<file path="src/rtl/ps2_host_tx_if.sv">
// ps2_host_tx_if: command handshake and PS/2 line signals for the PS/2 host transmitter
interface ps2_host_tx_if;
  logic [7:0] tx_data;
  logic tx_valid;
  logic tx_ready;
  logic tx_done;
  logic tx_error;
  logic ps2_clk_in;
  logic ps2_dat_in;
  logic ps2_clk_oe;
  logic ps2_dat_oe;
  modport master (
    output tx_data, tx_valid, ps2_clk_in, ps2_dat_in,
    input tx_ready, tx_done, tx_error, ps2_clk_oe, ps2_dat_oe
  );
  modport slave (
    input tx_data, tx_valid, ps2_clk_in, ps2_dat_in,
    output tx_ready, tx_done, tx_error, ps2_clk_oe, ps2_dat_oe
  );
endinterface

</file>
<file path="src/rtl/ps2_host_tx.sv">
// ps2_host_tx: PS/2 host-to-device byte transmitter with inhibit, start, odd parity, ACK check and timeout
module ps2_host_tx #(
  parameter int INHIBIT_CYCLES = 10000,
  parameter int START_CYCLES = 16,
  parameter int TIMEOUT_CYCLES = 2000000
) (
  input logic clk,
  input logic reset,
  ps2_host_tx_if.slave bus
);
  typedef enum logic [2:0] {IDLE, INHIBIT, START, SEND, ACK, WAIT_IDLE} state_t;
  state_t state, state_n;
  logic [31:0] cnt, cnt_n, tmo, tmo_n;
  logic [3:0] idx, idx_n;
  logic [7:0] data, data_n;
  logic par, par_n;
  logic clk_oe, clk_oe_n, dat_oe, dat_oe_n, done, done_n, err, err_n, ready;
  logic [1:0] cs, ds;
  logic cprev, fall, tmo_hit;
  assign fall = cprev & ~cs[1];
  assign tmo_hit = tmo == 32'(TIMEOUT_CYCLES - 1);
  assign bus.ps2_clk_oe = clk_oe;
  assign bus.ps2_dat_oe = dat_oe;
  assign bus.tx_done = done;
  assign bus.tx_error = err;
  assign bus.tx_ready = ready;
  always_ff @(posedge clk) begin
    if (reset) begin
      state <= IDLE;
      cs <= 2'b11;
      ds <= 2'b11;
      cprev <= 1'b1;
      cnt <= '0;
      tmo <= '0;
      idx <= '0;
      data <= '0;
      par <= 1'b0;
      clk_oe <= 1'b0;
      dat_oe <= 1'b0;
      done <= 1'b0;
      err <= 1'b0;
      ready <= 1'b1;
    end else begin
      state <= state_n;
      cs <= {cs[0], bus.ps2_clk_in};
      ds <= {ds[0], bus.ps2_dat_in};
      cprev <= cs[1];
      cnt <= cnt_n;
      tmo <= tmo_n;
      idx <= idx_n;
      data <= data_n;
      par <= par_n;
      clk_oe <= clk_oe_n;
      dat_oe <= dat_oe_n;
      done <= done_n;
      err <= err_n;
      ready <= state_n == IDLE;
    end
  end
  always_comb begin
    state_n = state;
    cnt_n = cnt;
    tmo_n = tmo;
    idx_n = idx;
    data_n = data;
    par_n = par;
    clk_oe_n = clk_oe;
    dat_oe_n = dat_oe;
    done_n = 1'b0;
    err_n = 1'b0;
    case (state)
      IDLE: begin
        clk_oe_n = 1'b0;
        dat_oe_n = 1'b0;
        if (bus.tx_valid && ready) begin
          data_n = bus.tx_data;
          par_n = ~^bus.tx_data;
          cnt_n = '0;
          clk_oe_n = 1'b1;
          state_n = INHIBIT;
        end
      end
      INHIBIT: begin
        cnt_n = cnt + 1;
        if (cnt == 32'(INHIBIT_CYCLES - 1)) begin
          cnt_n = '0;
          dat_oe_n = 1'b1;
          state_n = START;
        end
      end
      START: begin
        cnt_n = cnt + 1;
        if (cnt == 32'(START_CYCLES - 1)) begin
          clk_oe_n = 1'b0;
          tmo_n = '0;
          idx_n = '0;
          state_n = SEND;
        end
      end
      SEND: begin
        tmo_n = tmo + 1;
        if (tmo_hit) begin
          dat_oe_n = 1'b0;
          err_n = 1'b1;
          state_n = IDLE;
        end else if (fall) begin
          idx_n = idx + 4'd1;
          dat_oe_n = idx < 4'd8 ? ~data[idx[2:0]] : idx == 4'd8 ? ~par : 1'b0;
          state_n = idx == 4'd9 ? ACK : SEND;
        end
      end
      ACK: begin
        tmo_n = tmo + 1;
        if (tmo_hit) begin
          dat_oe_n = 1'b0;
          err_n = 1'b1;
          state_n = IDLE;
        end else if (fall) begin
          done_n = ~ds[1];
          err_n = ds[1];
          state_n = WAIT_IDLE;
        end
      end
      WAIT_IDLE: begin
        tmo_n = tmo + 1;
        state_n = (tmo_hit || (cs[1] && ds[1])) ? IDLE : WAIT_IDLE;
      end
      default: state_n = IDLE;
    endcase
  end
endmodule

</file>
<file path="src/flat_wrapper.sv">
// flat-port wrapper written by rule: the top's interface ports become plain ports
module ps2_host_tx_flat 
#(
  parameter int INHIBIT_CYCLES = 10000,
  parameter int START_CYCLES = 16,
  parameter int TIMEOUT_CYCLES = 2000000
)
  (clk, reset, bus_tx_data, bus_tx_valid, bus_ps2_clk_in, bus_ps2_dat_in, bus_tx_ready, bus_tx_done, bus_tx_error, bus_ps2_clk_oe, bus_ps2_dat_oe);
  ps2_host_tx_if bus_i ();
  input logic clk;
  input logic reset;
  input wire logic [$bits(bus_i.tx_data)-1:0] bus_tx_data;
  input wire logic [$bits(bus_i.tx_valid)-1:0] bus_tx_valid;
  input wire logic [$bits(bus_i.ps2_clk_in)-1:0] bus_ps2_clk_in;
  input wire logic [$bits(bus_i.ps2_dat_in)-1:0] bus_ps2_dat_in;
  output wire logic [$bits(bus_i.tx_ready)-1:0] bus_tx_ready;
  output wire logic [$bits(bus_i.tx_done)-1:0] bus_tx_done;
  output wire logic [$bits(bus_i.tx_error)-1:0] bus_tx_error;
  output wire logic [$bits(bus_i.ps2_clk_oe)-1:0] bus_ps2_clk_oe;
  output wire logic [$bits(bus_i.ps2_dat_oe)-1:0] bus_ps2_dat_oe;
  assign bus_i.tx_data = bus_tx_data;
  assign bus_i.tx_valid = bus_tx_valid;
  assign bus_i.ps2_clk_in = bus_ps2_clk_in;
  assign bus_i.ps2_dat_in = bus_ps2_dat_in;
  assign bus_tx_ready = bus_i.tx_ready;
  assign bus_tx_done = bus_i.tx_done;
  assign bus_tx_error = bus_i.tx_error;
  assign bus_ps2_clk_oe = bus_i.ps2_clk_oe;
  assign bus_ps2_dat_oe = bus_i.ps2_dat_oe;
  ps2_host_tx #(.INHIBIT_CYCLES(INHIBIT_CYCLES), .START_CYCLES(START_CYCLES), .TIMEOUT_CYCLES(TIMEOUT_CYCLES)) u_core (.clk(clk), .reset(reset), .bus(bus_i));
endmodule
</file>
<file path="config.mk">
export PLATFORM = sky130hd
export DESIGN_NAME = ps2_host_tx_flat
export DESIGN_NICKNAME = d
export VERILOG_FILES = /design/src/rtl/ps2_host_tx_if.sv /design/src/rtl/ps2_host_tx.sv /design/src/flat_wrapper.sv
export SDC_FILE = /design/constraint.sdc
export NUM_CORES = 1
export LEC_CHECK = 0
export CORE_UTILIZATION = 50
export DETAILED_ROUTE_END_ITERATION = 8
export GPL_TIMING_DRIVEN = 0
export PLACE_DENSITY_LB_ADDON = 0.25
export SLEW_MARGIN = 20
export SYNTH_ARGS = -nofsm -noshare
export SYNTH_HDL_FRONTEND = slang
export SYNTH_SLANG_ARGS = --single-unit
</file>
<file path="constraint.sdc">
create_clock -name clk -period 3.1 [get_ports clk]
set_input_delay 0.62 -clock clk [delete_from_list [all_inputs] [get_ports clk]]
set_output_delay 0.62 -clock clk [all_outputs]
set_load 0.005 [all_outputs]
</file>
==> results of run 1 <==
-- power by group through the flow --
stage	clock (W)	sequential [W]	combinational, W
2_1_floorplan	0	0.00121	0.000104
3_3_place_gp	0	0.00121	0.000150
3_5_place_dp	0	0.00122	0.000153
4_1_cts	0.000865	0.00119	0.000155
5_1_grt	0.000894	0.00119	0.000172
6_report	0.000838	0.00119	0.000153
-- cell type report --
class                   count  area, µm²  area share, %
multi-input cells         386       2440           49.2
flip-flops and latches     90       1800           36.4
repair buffers             17        170           3.43
plain buffers              28        141           2.85
well taps                 108        135           2.73
clock buffers               9        124           2.50
clock inverters             7       81.3           1.64
inverters                  17       63.8           1.29
-- registers in the layout (all words and copies together), names as in the netlist --
signal and flops:
u_core.bus.ps2_clk_oe 1, u_core.bus.ps2_dat_oe 1, u_core.bus.tx_done 1, u_core.bus.tx_error 1
u_core.bus.tx_ready 1, u_core.cnt 32, u_core.cprev 1, u_core.cs 2
u_core.data 8, u_core.ds 2, u_core.idx 4, u_core.par 1
u_core.state 3, u_core.tmo 32
-- layout by cell type (no fill, tap or decap), types with 4 or more instances in the layout --
cell type	instances
xnor2_1	34
dfxtp_1	90
mux2i_1	13
o21ai_0	14
o211ai_1	10
xor2_1	22
buf_2	11
clkdlybuf4s50_1	17
inv_1	17
nor3_1	17
clkbuf_1	14
and4_1	5
or2_2	5
and3_1	11
nand4_1	9
nor2_1	82
nand3_1	19
or3_1	18
nor4b_1	4
a21oi_1	24
nor4_1	13
nand2_1	34
inv_6	4
clkbuf_8	9
ha_1	4
-- per-layer routing --
metal  share of wire (%)  global-route usage [%]
met5                   0                       0
met4                0.88                    9.08
met3                 3.4                    4.90
met2                  49                    35.9
met1                  47                    25.9
-- worst max-delay path, stage by stage, from the launching register on --
cell,delay [ps]
dfxtp_1,350
nor4_1,480
nand4_1,170
and4bb_1,410
buf_6,180
or2_1,110
clkbuf_1,290
clkbuf_1,400
a21oi_1,80
-- through the flow --
step           cells  total power [W]
3_3_place_gp     646          0.00136
2_1_floorplan    521          0.00132
4_1_cts          662          0.00221
6_report         662          0.00218
5_1_grt          662          0.00226
3_5_place_dp     646          0.00137
-- cell families after synthesis --
family | Yosys count | synth area share, %
simple gates | 242 | 28.9
flops | 90 | 40.5
compound gates | 71 | 10.8
xor+xnor | 56 | 11.0
buf+inv | 45 | 4.62
mux | 13 | 2.93
fa+ha+maj | 4 | 1.13
-- worst paths after layout --
kind | start | end | slack [ps] | cells after the start
setup / recovery | u_core.cnt[19] | u_core.tmo[21] | 530 | 8
hold / removal | u_core.cs[0] | u_core.cs[1] | 420 | 1
setup reg to reg | u_core.cnt[19] | u_core.tmo[21] | 530 | 8
hold reg to reg | u_core.cs[0] | u_core.cs[1] | 420 | 1
==> results.py, run 1 <==
metrics = {
    "place": {
        "gp_congestion": 0.854,
        "post-dp-hpwl_mm": 6.43,
        "port_buffers": 17,
        "placed_cell_area_um2": 4750,
        "place_ws_ps": 117,
    },
    "pwr": {
        "netSwitchingFraction_pct": 25.0,
        "power_frac_comb_pct": 7.0,
        "p_per_area_nw_per_um2": 440,
        "p_leak_nw": 1.66,
        "peakVddDrop_v": 0.000255,
        "clkPwrFrac_pct": 38.5,
        "sequentialPowerShare_pct": 54.5,
        "p_switching_w": 0.000546,
        "intPower_w": 0.00163,
    },
    "setup_path": {
        "setup.worst_path.class": "reg2reg",
        "worstPathMaxFanout": 10,
        "endpoint_kind": "flop",
        "critPathLaunchType": "flop",
        "critPathRequiredTime_ps": 3350,
        "arrival_ps": 2820,
    },
    "logic_synthesis": {
        "synth_common_cells": "dfxtp_1, nor2_1, nand2_1, xnor2_1, a21oi_1",
        "ys_warn_count": 0,
        "synth_area_leaders": "dfxtp_1, nor2_1, xnor2_1",
        "synth_most_common_cell": "dfxtp_1",
        "synth.avg_cell_area_um2": 8.53,
        "postSynthCellCount": 521,
        "ys_ff_latch": 90,
        "syn_area_um2": 4440,
        "synth_ff_type": "dfxtp_1",
        "ys_seq_area_share_pct": 40.5,
        "synth-edff-count": 0,
        "ys_types": 51,
        "synth_top_area_share_pct": 40.5,
        "ys_async_sr_fraction_pct": 0,
        "syn_nets": 538,
        "synth_top_area_cell": "dfxtp_1",
    },
    "floorplanning": {
        "start_util_pct": 51.2,
        "die_width_um": 96.3,
        "die_area_um2": 9270,
        "ios": 18,
        "core-area_um2": 8680,
        "dieHeight_um": 96.3,
        "fp-row-count": 34,
    },
    "flow_run": {
        "maxCapViolCount": 0,
    },
    "layout": {
        "fin_area_um2": 4950,
        "final_nets": 566,
        "n_antenna_cell": 0,
        "drive_gt1_share_pct": 8.30,
        "n_fill_cell": 842,
        "area_growth_pct": 11.5,
        "fin_util_pct": 57.1,
    },
    "grt": {
        "antenna_found_initial": 0,
        "grt_pass1_wl_mm": 15.4,
        "gr-usage-all-layers_pct": 21.3,
        "gr-total-overflow": 0,
        "grt_pass1_vias": 3484,
        "grt_max_degree": 18,
    },
    "sta": {
        "relSlewSlack_pct": 42.0,
        "max_freq_mhz": 388,
        "tightest_slew_ps": 865,
        "tns_ps": 0,
        "hold_viol": 0,
        "setup_viol": 0,
        "period_share_pct": 83.0,
        "grt_setup_unrepaired": "no",
        "timing.hold.ws_ps": 418,
        "drv_slew": 0,
        "min_period_ps": 2570,
        "setup_ws_ps": 526,
        "fin_worst_skew_ps": 16.5,
    },
    "clocking": {
        "postCtsHoldBufs": 0,
        "cts_buffers": 9,
        "clkTransAtPathRegs_ps": 100,
        "clk_latency_ps": 370,
        "clk_path_buf_depth": 2,
        "postCtsSetupRepairBufs": 0,
        "cts_sinks": 90,
        "cts-htree-levels": 3,
        "cts_tree": "done",
        "cts_resized": 0,
        "cts-root-buf": "clkbuf_8",
    },
    "detailed_routing": {
        "drc_errors": 0,
        "drtAntennaViolNets": 0,
        "firstDrtPassIters": 5,
        "wirelength_mm": 9.08,
        "via_per_inst": 5.57,
        "dr_total_vias": 3690,
        "wire_per_inst_um": 13.7,
        "drt_iter0_markers": 111,
    },
    "run_status": {
        "status": "completed",
    },
    "hold_path": {
        "min_path_type": "reg2reg",
    },
}
No activity file was read; power rests on OpenSTA's default activity.
==> run 2: changes to the inputs <==
==> constraint.sdc (replaced) <==
create_clock -name clk -period 2.25 [get_ports clk]
set_input_delay 0.45 -clock clk [delete_from_list [all_inputs] [get_ports clk]]
set_output_delay 0.45 -clock clk [all_outputs]
set_load 0.005 [all_outputs]
==> run 2 against run 1 <==
Core utilization increased by 3.3 points. Flip-flop and latch count unchanged. First-iteration DRC count increased by 56%. Largest power group unchanged.
==> results.py, run 2 (synthesis gave the netlist of run 1 again) <==
metrics = {
    "pwr": {
        "p_leak_nw": 1.79,
        "total_power_w": 0.00303,
        "peakVddDrop_v": 0.000355,
        "p_per_area_nw_per_um2": 578,
    },
    "floorplanning": {
        "fp-row-count": 34,
        "ios": 18,
        "start_util_pct": 51.2,
        "dieHeight_um": 96.3,
        "core-area_um2": 8680,
        "die_width_um": 96.3,
        "die_area_um2": 9270,
    },
    "sta": {
        "drv_slew": 0,
        "period_share_pct": 96.8,
        "hold_viol": 0,
        "grt_setup_unrepaired": "yes",
        "min_period_ps": 2180,
        "tightest_slew_ps": 742,
        "fin_worst_skew_ps": 14.4,
        "max_freq_mhz": 459,
        "tns_ps": 0,
        "setup_viol": 0,
        "relSlewSlack_pct": 50.6,
    },
    "clocking": {
        "cts_buffers": 9,
        "clkTransAtPathRegs_ps": 100,
        "cts_tree": "done",
        "cts_sinks": 90,
        "cts-htree-levels": 3,
        "clk_path_buf_depth": 2,
        "cts-root-buf": "clkbuf_8",
        "clk_latency_ps": 370,
    },
    "place": {
        "post-dp-hpwl_mm": 6.43,
        "gp_congestion": 0.854,
        "placed_cell_area_um2": 4750,
        "dpl.cell_count": 646,
        "port_buffers": 17,
    },
    "detailed_routing": {
        "drt_iter0_markers": 173,
        "firstDrtPassIters": 5,
        "wirelength_mm": 9.60,
        "drtAntennaViolNets": 0,
        "dr_total_vias": 3783,
        "drc_errors": 0,
        "wire_per_inst_um": 14.2,
        "via_per_inst": 5.59,
    },
    "layout": {
        "fin_area_um2": 5240,
        "final_nets": 581,
        "n_antenna_cell": 0,
        "layout.cells.most_common": "dfxtp_1",
        "area_growth_pct": 17.9,
        "stdcell_count": 677,
        "drive_gt1_share_pct": 16.0,
        "final_cell_mix": "dfxtp_1, nor2_1, xnor2_1",
        "fin_util_pct": 60.4,
        "largestRegisters": "u_core.cnt x32, u_core.tmo x32, u_core.data x8",
    },
    "hold_path": {
        "min-delay-start": "u_core.cs[0]",
        "min_path_type": "reg2reg",
    },
    "setup_path": {
        "slowest_delay_ps": 410,
        "crit_start": "u_core.cnt[23]",
        "worstPathMaxFanout": 10,
        "crit_buf_inv": 1,
        "arrival_ps": 2440,
        "rr_startpoint": "u_core.cnt[23]",
        "critPathLaunchType": "flop",
        "worstPathCellList": "nor4_4 -> nand2_1 -> o41ai_4 -> nor4b_1 -> or2_1 -> buf_4 -> nor2_1",
        "slowest_stage": "o41ai_4",
        "endpoint_kind": "flop",
        "critPathRequiredTime_ps": 2510,
        "cp_top_family": "simple AND/OR/NAND/NOR gates",
        "setup.worst_path.class": "reg2reg",
    },
    "run_status": {
        "status": "completed",
    },
    "flow_run": {
        "maxCapViolCount": 0,
    },
    "grt": {
        "gr-total-overflow": 0,
        "antenna_found_initial": 0,
        "grt_max_degree": 18,
        "grt_pass1_vias": 3557,
        "grt_pass1_wl_mm": 15.7,
        "gr-usage-all-layers_pct": 21.8,
    },
}
## run 2: changes by cell type in the layout (fill, tap and decap cells not counted), moves of 5 or more
cell,change
buf_2,-7
buf_4,+20
clkbuf_1,-5
dfxtp_1,-7
dfxtp_2,+5
nor4_1,-5
## run 2: routing by layer
metal / up-vias / share of wire (%) / GRT usage (%) / routed length (µm)
met4: 0 / 1.6 / 8.83 / 155
met3: 15 / 3.2 / 4.74 / 303
li1: 1910 / - / - / -
met2: 56 / 49 / 37.4 / 4740
met5: - / 0 / 0 / 0
met1: 1802 / 46 / 26.2 / 4410
## run 2: repair_timing
item	in CTS	in global routing
pin swaps	4	16
endpoints found under the hold margin	0	0
setup endpoints to repair	67	58
gates resized for setup	19	32
cloned	1	0
buffers inserted	6	11
hold buffers	0	0
## run 2: stage by stage
| step | setup slack (ps) | hold slack (ps) |
|---|---|---|
| 6_report | 72.4 | 419 |
| 5_1_grt | -88.3 | 429 |
| 4_1_cts | 26.6 | 421 |
| 3_5_place_dp | -563 | 396 |
| 3_3_place_gp | -510 | 394 |
| 2_1_floorplan | 135 | 389 |
## run 2: worst paths after layout
| kind | to | cells after the start | slack (ps) |
|---|---|---|---|
| setup / recovery | u_core.cnt[18] | 7 | 70 |
| hold reg to reg | u_core.cs[1] | 1 | 420 |
| setup reg to reg | u_core.cnt[18] | 7 | 70 |
| hold / removal | u_core.cs[1] | 1 | 420 |
## run 2: final cells by class
class | instances | area (µm²)
buffer | 25 | 161
multi-input combinational | 386 | 2550
sequential | 90 | 1820
clock buffer | 9 | 124
tap | 108 | 135
inverter | 17 | 63.8
timing repair buffer | 35 | 307
fill | 804 | 3440
clock inverter | 7 | 81.3
## run 2: worst register-to-register path: stages, from the launching register on
cell and delay, ps:
dfxtp_4 370, nor4_4 320, nand2_1 160, o41ai_4 410, nor4b_1 280, or2_1 260
buf_4 210, nor2_1 70
## run 2: where the power goes
part	total, W	internal, W	switching [W]
registers	0.00164	0.00162	0.0000169
logic	0.000227	0.000110	0.000117
clock network	0.00116	0.000531	0.000632
total	0.00303	0.00226	0.000765
==> run 3: changes to the inputs <==
--- a/config.mk
+++ b/config.mk
@@ -5,10 +5,12 @@
 export SDC_FILE = /design/constraint.sdc
 export NUM_CORES = 1
 export LEC_CHECK = 0
+export CAP_MARGIN = 0
 export CORE_UTILIZATION = 50
 export DETAILED_ROUTE_END_ITERATION = 8
 export GPL_TIMING_DRIVEN = 0
 export PLACE_DENSITY_LB_ADDON = 0.25
+export RECOVER_POWER = 25
 export SLEW_MARGIN = 20
 export SYNTH_ARGS = -nofsm -noshare
 export SYNTH_HDL_FRONTEND = slang
==> run 3 against run 2 <==
Clock skew is 0.73 ps higher. Worst hold slack hardly changed. Clock-buffer cell count stayed put. Core utilization hardly changed. Highest routed layer unchanged.
==> results.py, run 3 (synthesis gave the netlist of run 1 again) <==
metrics = {
    "layout": {
        "final_nets": 581,
        "area_growth_pct": 17.8,
        "n_fill_cell": 806,
        "largestRegisters": "u_core.cnt x32, u_core.tmo x32, u_core.data x8",
        "layout.cells.most_common": "dfxtp_1",
        "fin_util_pct": 60.3,
        "n_antenna_cell": 0,
        "final_cell_mix": "dfxtp_1, nor2_1, xnor2_1",
        "drive_gt1_share_pct": 15.6,
        "stdcell_count": 677,
    },
    "clocking": {
        "cts-htree-levels": 3,
        "cts_sinks": 90,
        "postCtsHoldBufs": 0,
        "clk_path_buf_depth": 2,
        "clk_latency_ps": 370,
        "clkTransAtPathRegs_ps": 100,
        "cts_tree": "done",
        "cts_buffers": 9,
        "cts-root-buf": "clkbuf_8",
    },
    "setup_path": {
        "slowest_stage": "o41ai_4",
        "endpoint_kind": "flop",
        "setup.worst_path.class": "reg2reg",
        "critPathLaunchType": "flop",
        "worstPathMaxFanout": 10,
        "worstPathCellList": "nor4_4 -> nand2_1 -> o41ai_4 -> nor4b_1 -> or2_1 -> buf_4 -> nor2_1",
        "crit_start": "u_core.cnt[23]",
        "cp_top_family": "simple AND/OR/NAND/NOR gates",
        "critPathRequiredTime_ps": 2510,
        "arrival_ps": 2430,
        "rr_startpoint": "u_core.cnt[23]",
        "slowest_delay_ps": 410,
        "crit_buf_inv": 1,
    },
    "sta": {
        "fin_worst_skew_ps": 15.1,
        "setup_ws_ps": 78.9,
        "drv_slew": 0,
        "tns_ps": 0,
        "hold_viol": 0,
        "grt_setup_unrepaired": "yes",
        "min_period_ps": 2170,
        "period_share_pct": 96.5,
        "timing.hold.ws_ps": 419,
        "tightest_slew_ps": 741,
        "relSlewSlack_pct": 50.6,
        "setup_viol": 0,
        "max_freq_mhz": 461,
    },
    "run_status": {
        "status": "completed",
    },
    "grt": {
        "grt_pass1_vias": 3557,
        "antenna_found_initial": 0,
        "grt_max_degree": 18,
        "grt_pass1_wl_mm": 15.7,
        "gr-total-overflow": 0,
        "gr-usage-all-layers_pct": 21.8,
    },
    "place": {
        "gp_congestion": 0.854,
        "place_ws_ps": -563,
        "post-dp-hpwl_mm": 6.43,
        "port_buffers": 17,
        "dpl.cell_count": 646,
    },
    "hold_path": {
        "min_path_type": "reg2reg",
        "min-delay-start": "u_core.cs[0]",
    },
    "floorplanning": {
        "core-area_um2": 8680,
        "die_area_um2": 9270,
        "start_util_pct": 51.2,
        "die_width_um": 96.3,
        "fp-row-count": 34,
        "ios": 18,
        "dieHeight_um": 96.3,
    },
    "detailed_routing": {
        "wirelength_mm": 9.58,
        "drt_iter0_markers": 172,
        "wire_per_inst_um": 14.2,
        "firstDrtPassIters": 4,
        "drtAntennaViolNets": 0,
        "drc_errors": 0,
        "via_per_inst": 5.60,
        "dr_total_vias": 3788,
    },
    "pwr": {
        "p_per_area_nw_per_um2": 577,
        "power_frac_comb_pct": 7.4,
        "sequentialPowerShare_pct": 54.1,
        "p_switching_w": 0.000765,
        "p_leak_nw": 1.80,
        "netSwitchingFraction_pct": 25.3,
        "intPower_w": 0.00226,
        "clkPwrFrac_pct": 38.4,
        "peakVddDrop_v": 0.000357,
    },
    "flow_run": {
        "maxCapViolCount": 0,
    },
}
[run 3: what timing repair did]
item | CTS | global route
resized for setup | 19 | 32
gates cloned | 1 | 0
pin swaps | 4 | 16
endpoints found under the setup margin | 67 | 58
buffers inserted | 6 | 11
[run 3: power groups by stage]
| stage | clock, W | sequential [W] | combinational (W) |
|---|---|---|---|
| 3_5_place_dp | 0 | 0.00167 | 0.000211 |
| 5_1_grt | 0.00124 | 0.00164 | 0.000249 |
| 4_1_cts | 0.00119 | 0.00164 | 0.000220 |
| 3_3_place_gp | 0 | 0.00167 | 0.000206 |
| 6_report | 0.00116 | 0.00164 | 0.000225 |
| 2_1_floorplan | 0 | 0.00167 | 0.000143 |
[run 3: path summary, 6_finish.rpt]
| kind | cells past startpoint | slack [ps] | end |
|---|---|---|---|
| setup / recovery | 7 | 80 | u_core.cnt[18] |
| hold reg to reg | 1 | 420 | u_core.cs[1] |
| hold / removal | 1 | 420 | u_core.cs[1] |
| setup reg to reg | 7 | 80 | u_core.cnt[18] |
[run 3: through the flow]
step                total power (W)  cell area [µm²]
floorplan                   0.00181             4440
global route                0.00313             5240
finish                      0.00302             5240
detailed placement          0.00189             4750
global placement            0.00188             4750
CTS                         0.00305             5070
[run 3: area by class of cell]
cell class              count  area, µm²  share of cell area, %
clock inverters             7       81.3                   1.55
flip-flops and latches     90       1820                   34.7
well taps                 108        135                   2.58
plain buffers              25        160                   3.06
inverters                  17       63.8                   1.22
clock buffers               9        124                   2.37
repair buffers             35        307                   5.85
multi-input cells         386       2550                   48.7
[run 3: per-layer routing]
metal,wire length (µm),GRT usage (%),share of wire (%)
met5,0,0,0
met4,150,8.83,1.6
met3,317,4.74,3.3
met2,4720,37.4,49
met1,4390,26.2,46
